<file path="src/rtl/arith_unit.sv">
// Sequential unsigned arithmetic engine: add/sub in one cycle, shift-add multiply
// and restoring divide at one bit per cycle, with a one-cycle done pulse.
module arith_unit #(
   parameter int WIDTH = 8
) (
   input  logic               clk,
   input  logic               rst_n,
   input  logic               start,
   input  logic [1:0]         op,
   input  logic [WIDTH-1:0]   A,
   input  logic [WIDTH-1:0]   B,
   output logic               busy,
   output logic               done,
   output logic [WIDTH-1:0]   Sum,
   output logic               Carry,
   output logic [2*WIDTH-1:0] Product,
   output logic [WIDTH-1:0]   Quotient,
   output logic [WIDTH-1:0]   Remainder,
   output logic               div_by_zero
);

   localparam int CW = $clog2(WIDTH + 1);

   typedef enum logic [2:0] {IDLE, ADDSUB, MUL, DIV, DONE} state_t;

   state_t             state, state_nxt;
   logic               sub_r;
   logic [WIDTH-1:0]   a_r, b_r;
   logic [CW-1:0]      cnt;
   logic [2*WIDTH-1:0] prod_r;
   logic [WIDTH-1:0]   rem_r, quo_r;

   logic               accept;
   logic [WIDTH:0]     addsub_res;
   logic [WIDTH-1:0]   mul_add;
   logic [WIDTH:0]     mul_sum;
   logic [WIDTH:0]     div_shift;
   logic               div_ge;
   logic [WIDTH-1:0]   div_diff;

   assign accept = (state == IDLE) && start;
   assign busy   = (state != IDLE);
   assign done   = (state == DONE);

   // Subtraction is A + ~B + 1, so the carry-out doubles as the "no borrow" flag.
   assign addsub_res = {1'b0, a_r} + {1'b0, (sub_r ? ~b_r : b_r)} + {{WIDTH{1'b0}}, sub_r};

   // prod_r holds {accumulator, multiplier}; the multiplier drains out the bottom.
   assign mul_add = prod_r[0] ? a_r : {WIDTH{1'b0}};
   assign mul_sum = {1'b0, prod_r[2*WIDTH-1:WIDTH]} + {1'b0, mul_add};

   // quo_r starts as the dividend and fills with quotient bits from the right.
   assign div_shift = {rem_r, quo_r[WIDTH-1]};
   assign div_ge    = (div_shift >= {1'b0, b_r});
   assign div_diff  = div_shift[WIDTH-1:0] - b_r;

   always_ff @(posedge clk or negedge rst_n) begin
      if (!rst_n) state <= IDLE;
      else        state <= state_nxt;
   end

   always_comb begin
      state_nxt = state;
      case (state)
         IDLE: begin
            if (start) begin
               if (!op[1])        state_nxt = ADDSUB;
               else if (!op[0])   state_nxt = MUL;
               else if (B == '0)  state_nxt = DONE;
               else               state_nxt = DIV;
            end
         end
         ADDSUB:  state_nxt = DONE;
         MUL:     if (cnt == '0) state_nxt = DONE;
         DIV:     if (cnt == '0) state_nxt = DONE;
         DONE:    state_nxt = IDLE;
         default: state_nxt = IDLE;
      endcase
   end

   always_ff @(posedge clk or negedge rst_n) begin
      if (!rst_n) begin
         sub_r       <= 1'b0;
         a_r         <= '0;
         b_r         <= '0;
         cnt         <= '0;
         prod_r      <= '0;
         rem_r       <= '0;
         quo_r       <= '0;
         Sum         <= '0;
         Carry       <= 1'b0;
         Product     <= '0;
         Quotient    <= '0;
         Remainder   <= '0;
         div_by_zero <= 1'b0;
      end else begin
         if (accept) begin
            sub_r       <= op[0];
            a_r         <= A;
            b_r         <= B;
            cnt         <= CW'(WIDTH);
            prod_r      <= {{WIDTH{1'b0}}, B};
            rem_r       <= '0;
            quo_r       <= A;
            div_by_zero <= 1'b0;
            // Divide by zero completes straight away, so its results land at accept.
            if (op == 2'b11 && B == '0) begin
               Quotient    <= '1;
               Remainder   <= A;
               div_by_zero <= 1'b1;
            end
         end
         case (state)
            ADDSUB: begin
               Sum   <= addsub_res[WIDTH-1:0];
               Carry <= addsub_res[WIDTH];
            end
            MUL: begin
               if (cnt == '0) begin
                  Product <= prod_r;
               end else begin
                  prod_r <= {mul_sum, prod_r[WIDTH-1:1]};
                  cnt    <= cnt - CW'(1);
               end
            end
            DIV: begin
               if (cnt == '0) begin
                  Quotient  <= quo_r;
                  Remainder <= rem_r;
               end else begin
                  rem_r <= div_ge ? div_diff : div_shift[WIDTH-1:0];
                  quo_r <= {quo_r[WIDTH-2:0], div_ge};
                  cnt   <= cnt - CW'(1);
               end
            end
            default: ;
         endcase
      end
   end

endmodule

</file>
<file path="config.mk">
export PLATFORM = sky130hd
export DESIGN_NAME = arith_unit
export DESIGN_NICKNAME = d
export VERILOG_FILES = /design/src/rtl/arith_unit.sv
export SDC_FILE = /design/constraint.sdc
export NUM_CORES = 1
export LEC_CHECK = 0
export CAP_MARGIN = 15
export CORE_ASPECT_RATIO = 0.6
export CORE_MARGIN = 2
export CORE_UTILIZATION = 51
export DETAILED_ROUTE_END_ITERATION = 10
export PLACE_DENSITY = 0.77
export SLEW_MARGIN = 20
export SYNTH_ARGS = -nofsm -noshare
export SYNTH_HDL_FRONTEND = slang
export SYNTH_SLANG_ARGS = --single-unit
</file>
<file path="constraint.sdc">
create_clock -name clk -period 2.3 [get_ports clk]
set_input_delay 0.23 -clock clk [delete_from_list [all_inputs] [get_ports clk]]
set_output_delay 0.23 -clock clk [all_outputs]
set_load 0.02 [all_outputs]
</file>
Word-level counts from Yosys, hierarchy flattened
Index checks and enable logic that the tools add are counted.
{"block": "totals", "ff_bits": 98, "in_bits": 21, "out_inout_bits": 44, "elab_cells": 67}
{"block": "classes", "addsub": 5, "magnitude_cmp": 1, "eq_ne": 7, "mux": 30, "bitwise": 1, "reduce_logical": 9}
{"cell": "$mux W8", "n": 17}
{"cell": "$mux W16", "n": 3}
{"cell": "$add A8 B8 Y9", "n": 2}
{"cell": "$mux W3", "n": 5}
{"cell": "$mux W4", "n": 3}
{"cell": "$add A9 B1 Y9", "n": 1}
{"cell": "$ge A9 B8 Y1", "n": 1}
{"cell": "$pmux W3 S3", "n": 1}
{"cell": "$logic_not A8 Y1", "n": 1}
{"cell": "$not A8 Y8", "n": 1}
{"cell": "$sub A8 B8 Y8", "n": 1}
{"cell": "$eq A3 B2 Y1 const B", "n": 2}
{"cell": "$logic_not A4 Y1", "n": 1}
{"cell": "$reduce_and A2 Y1", "n": 2}
{"cell": "$sub A4 B1 Y4 const B", "n": 1}
{"cell": "$eq A3 B1 Y1 const B", "n": 1}
{"cell": "$eq A3 B3 Y1 const B", "n": 1}
{"cell": "$logic_not A3 Y1", "n": 1}
{"cell": "$reduce_bool A3 Y1", "n": 1}
{"cell": "$eq A2 B2 Y1 const B", "n": 1}
{"cell": "$logic_and A1 B1 Y1", "n": 2}
{"cell": "$ne A2 B1 Y1 const B", "n": 1}
{"cell": "$ne A2 B2 Y1 const B", "n": 1}
{"cell": "$reduce_or A2 Y1", "n": 1}
{"cell": "$mux W1", "n": 1}

Longest topological paths before layout
{"block": "depth", "depth_word": 6, "ltp_mapped": 9, "mapped_depth_nobuf": 8}

Worst setup path before layout
Ideal clock, no wire load.
{"block": "synth_timing", "path_kind": "register to register", "start": "register sub_r", "end": "register Carry", "setup_ns": 0.136, "t_arrival_ns": 2.131, "required_time_ns": 2.164, "setup_slack_ns": 0.033, "stages_incl_launch_ff": 9, "n_path_buf": 1, "period_less_slack_ns": 2.267, "cell_sequence": "dfrtp_1 -> buf_2 -> mux2_2 -> fa_1 -> a21o_1 -> a21oi_1 -> o21ai_0 -> a2111oi_0 -> nor3_1"}
{"block": "synth_between", "elab_chain_len": 3}
{"element": "from (decl)", "line": "27", "source": "logic sub_r;"}
{"element": "from (signal assigned)", "line": "98", "source": "sub_r <= op[0];"}
{"element": "$mux W8", "line": "46", "source": "assign addsub_res = {1'b0, a_r} + {1'b0, (sub_r ? ~b_r : b_r)} + {{WIDTH{1'b0}}, sub_r};"}
{"element": "$add A8 B8 Y9", "line": "46"}
{"element": "$add A9 B1 Y9 (*)", "line": "46"}
{"element": "to (signal assigned)", "line": "116", "source": "Carry <= addsub_res[WIDTH];"}
{"element": "to (decl)", "line": "15", "source": "output logic Carry,"}
Mark *: on every way between the ends. The rest lies on a longest branch, timed or not.
A chain may end at the register's enable or synchronous reset.

Worst setup path in the final report
Ends and elaborated chain as after synthesis.

==> impl_metrics.tcl <==
set metrics [dict create \
    status "finished clean" \
    power_density_nw_per_um2 1600 \
    gr-total-overflow 0 \
    synth_cell_types 59 \
    r2r-end "Carry" \
    rows 28 \
    synth_nets 596 \
    crit_cells 7 \
    slowest_delay_ns 0.47 \
    grt_pass1_wl_mm 22.9 \
    crit_start "sub_r" \
    async_flop_share_pct 100 \
    startpoint_type "flip-flop" \
    drive_gt1_share_pct 12.9 \
    pin_count 65 \
    synthesis.area_sq_um 5240 \
    hold_path.class "primary input to async pin" \
    synth_edf_count 0 \
    synth_top_area_share_pct 46.8 \
    path_class "flip-flop to flip-flop" \
    syn-instance-count 548 \
    crit_path_cell_trace "mux2_2 > fa_2 > a21o_1 > a21oi_2 > o21ai_0 > a2111oi_1 > nor3_1" \
    num_antenna_cells 0 \
    drc 0 \
    required_ns 2.52 \
    tightest_slew_ns 0.550 \
    io_buffers 64 \
    fillCellCount 783 \
    p_leak_uw 0.00292 \
    vias_per_cell 5.85 \
    ys_warn_count 0 \
    ir_worst_vdd_mv 0.659 \
    cts_root_buf "clkbuf_16" \
    finalHoldViolCount 0 \
    die_w_um 135 \
    grt_start_max_net_pins 42 \
    timing.critical_path.slowest_stage_cell "a2111oi_1" \
    syn_area_per_cell_sq_um 9.56 \
    setup_ws_ns 0.0655 \
    critPathMaxFanout 4 \
    cts-buffers-inserted 9 \
    grt_pass1_vias 4339 \
    htreeDepth 3 \
    clk_latency_ns 0.35 \
    finalSetupViolCount 0 \
    die_h_um 82.5 \
    r2r.worst_path.cells 7 \
    maxSlewHeadroom_pct 63.2 \
    cts.sinks 98 \
    min_period_ns 2.23 \
    clkTransAtPathRegs_ns 0.07 \
    syn2layout_area_growth_pct 23.9 \
    synth.largest_area_cell "dfrtp_1" \
    ant_nets 0 \
    cp.arrival_ns 2.45 \
    slew_violations 0 \
    critPathBufInv 0 \
    finalCritPeriodShare_pct 97.2 \
    path_delay_family "compound AO/OA/AOI/OAI gates" \
    core_area_sq_um 9910 \
    gp_congestion 0.968 \
    utilization_pct 65.5 \
    dieArea_sq_um 11100 \
    synth_area_leaders "dfrtp_1 47%, nand2_1 7.5%, ha_1 5.7%" \
    drt_iter0_markers 358 \
    place_ws_ns -0.0207 \
    drt-pass1-iter-count 5 \
    clk_path_buf_depth 2 \
    end_kind "flip-flop" \
    endpoint "Carry" \
    nets 673 \
    via_count 4473 \
    reg2reg_slack_ns 0.07 \
    gr-usage-all-layers_pct 27.1 \
    antenna_found_initial 0 \
    start_util_pct 52.9 \
    reg2reg_from "sub_r" \
    wire_per_inst_um 18.0 \
    routed_wl_mm 13.8 \
    synthFlopType "dfrtp_1" \
    max_freq_ghz 0.448 \
    cts_tree "done" \
    hpwl_mm 10.2 \
    cap_violations 0 \
    clock_skew_ns 0.00881 \
    ys_ff_latch 98 \
    seq_area_frac_synth_pct 46.8 \
]
[synthesized netlist by cell type, types with 2 or more instances]
master       n
or4_1        2
a21oi_1     10
nor2b_1      3
clkbuf_1    18
nor4_1       3
a21oi_2      2
a21boi_0     2
a21o_1       6
ha_1        24
buf_6        2
xor2_1      13
o21a_1       4
o21ai_0     46
nor4b_1      2
dfrtp_1     98
a2111oi_0    2
mux2i_1     10
nor3b_1      4
nand3_1     15
and2_1       8
xnor2_1      6
o221ai_1     3
fa_1         3
nor2_1      38
o211ai_1     9
o22ai_1      3
or3_1        2
a31o_2       2
nor3b_2      2
inv_1       17
nand2b_1     8
buf_2        5
mux2_2      18
a31oi_1     19
nor3_1      11
nand2_1    105
[where the power goes]
part / switching, uW / leakage [uW] / total (uW) / internal, uW
clock network: 673 / 0.000151 / 1550 / 882
logic: 3170 / 0.00157 / 5720 / 2550
registers: 650 / 0.00120 / 3100 / 2450
[worst min path at each step]
stage,startpoint,end,slack [ns],cells past startpoint
after floorplan,rst_n,Carry,-0.07,0
after global routing,rst_n,Sum[1],0.46,2
after global placement,rst_n,Sum[1],0.24,1
final,rst_n,Sum[0],0.42,2
after CTS,rst_n,Sum[1],0.44,2
after detailed placement,rst_n,Sum[0],0.25,1
[repair_timing]
item / 4_1_cts / 5_1_grt
endpoints found under the hold margin: 37 / 0
gates cloned: 0 / 0
endpoints found under the setup margin: 1 / 9
hold buffers: 1 / 0
pin swaps: 0 / 3
setup buffers: 0 / 1
resized for setup: 2 / 10
[metal layers]
metal  part of all wire, %  wire [um]  global-route usage, %
met5                     0          0                      0
met4                   1.4        191                   7.26
met3                   6.5        893                   5.56
met2                    43       5940                   40.6
met1                    49       6780                   40.2
[state kept, by name (all words and copies together) (netlist names), 4 cells and up]
signal / flops
rem_r: 8
Sum: 8
Product: 16
cnt: 4
Quotient: 8
Remainder: 8
a_r: 8
b_r: 8
quo_r: 8
prod_r: 16
[logic make-up (layout without fill, tap and decap cells)]
group	Yosys count	count (layout)	synth area share [%]
muxes	28	28	5.78
AOI/OAI and AO/OA	123	123	15.1
xor gates and xnor gates	19	19	3.18
adders and majority gates	27	27	6.88
DFF	98	98	46.8
buffers and inverters	42	124	3.41
and+or+nand+nor	211	211	18.8
[through the flow]
stage / TNS (ns) / cell area, sq um / instances / power (uW) / hold slack [ns]
finish: 0 / 6490 / 765 / 10400 / 0.415
detailed placement: -0.0207 / 6120 / 747 / 8540 / 0.252
global route: -0.00698 / 6490 / 765 / 11100 / 0.455
CTS: 0 / 6440 / 764 / 10200 / 0.438
global placement: 0 / 6120 / 747 / 8320 / 0.244
floorplan: 0 / 5240 / 548 / 6650 / -0.0656
[placed cells by master, fill, tap and decap left out, types with 10 or more instances in the layout]
cell / n
nor2_1: 38
mux2i_1: 10
xor2_1: 13
a31oi_1: 19
inv_1: 17
clkdlybuf4s50_1: 63
nand3_1: 15
dfrtp_1: 98
buf_4: 27
o21ai_0: 46
nor3_1: 11
ha_1: 24
nand2_1: 105
mux2_2: 18
[layout make-up]
type	count	area, sq um	share of cell area (%)
multi-input cells	408	2660	41.0
clock inverters	5	61.3	0.944
well taps	135	169	2.60
clock buffers	11	243	3.74
inverters	17	63.8	0.982
flip-flops and latches	98	2450	37.8
repair buffers	91	843	13.0
Note: power is estimated with default switching activity, not from simulation.
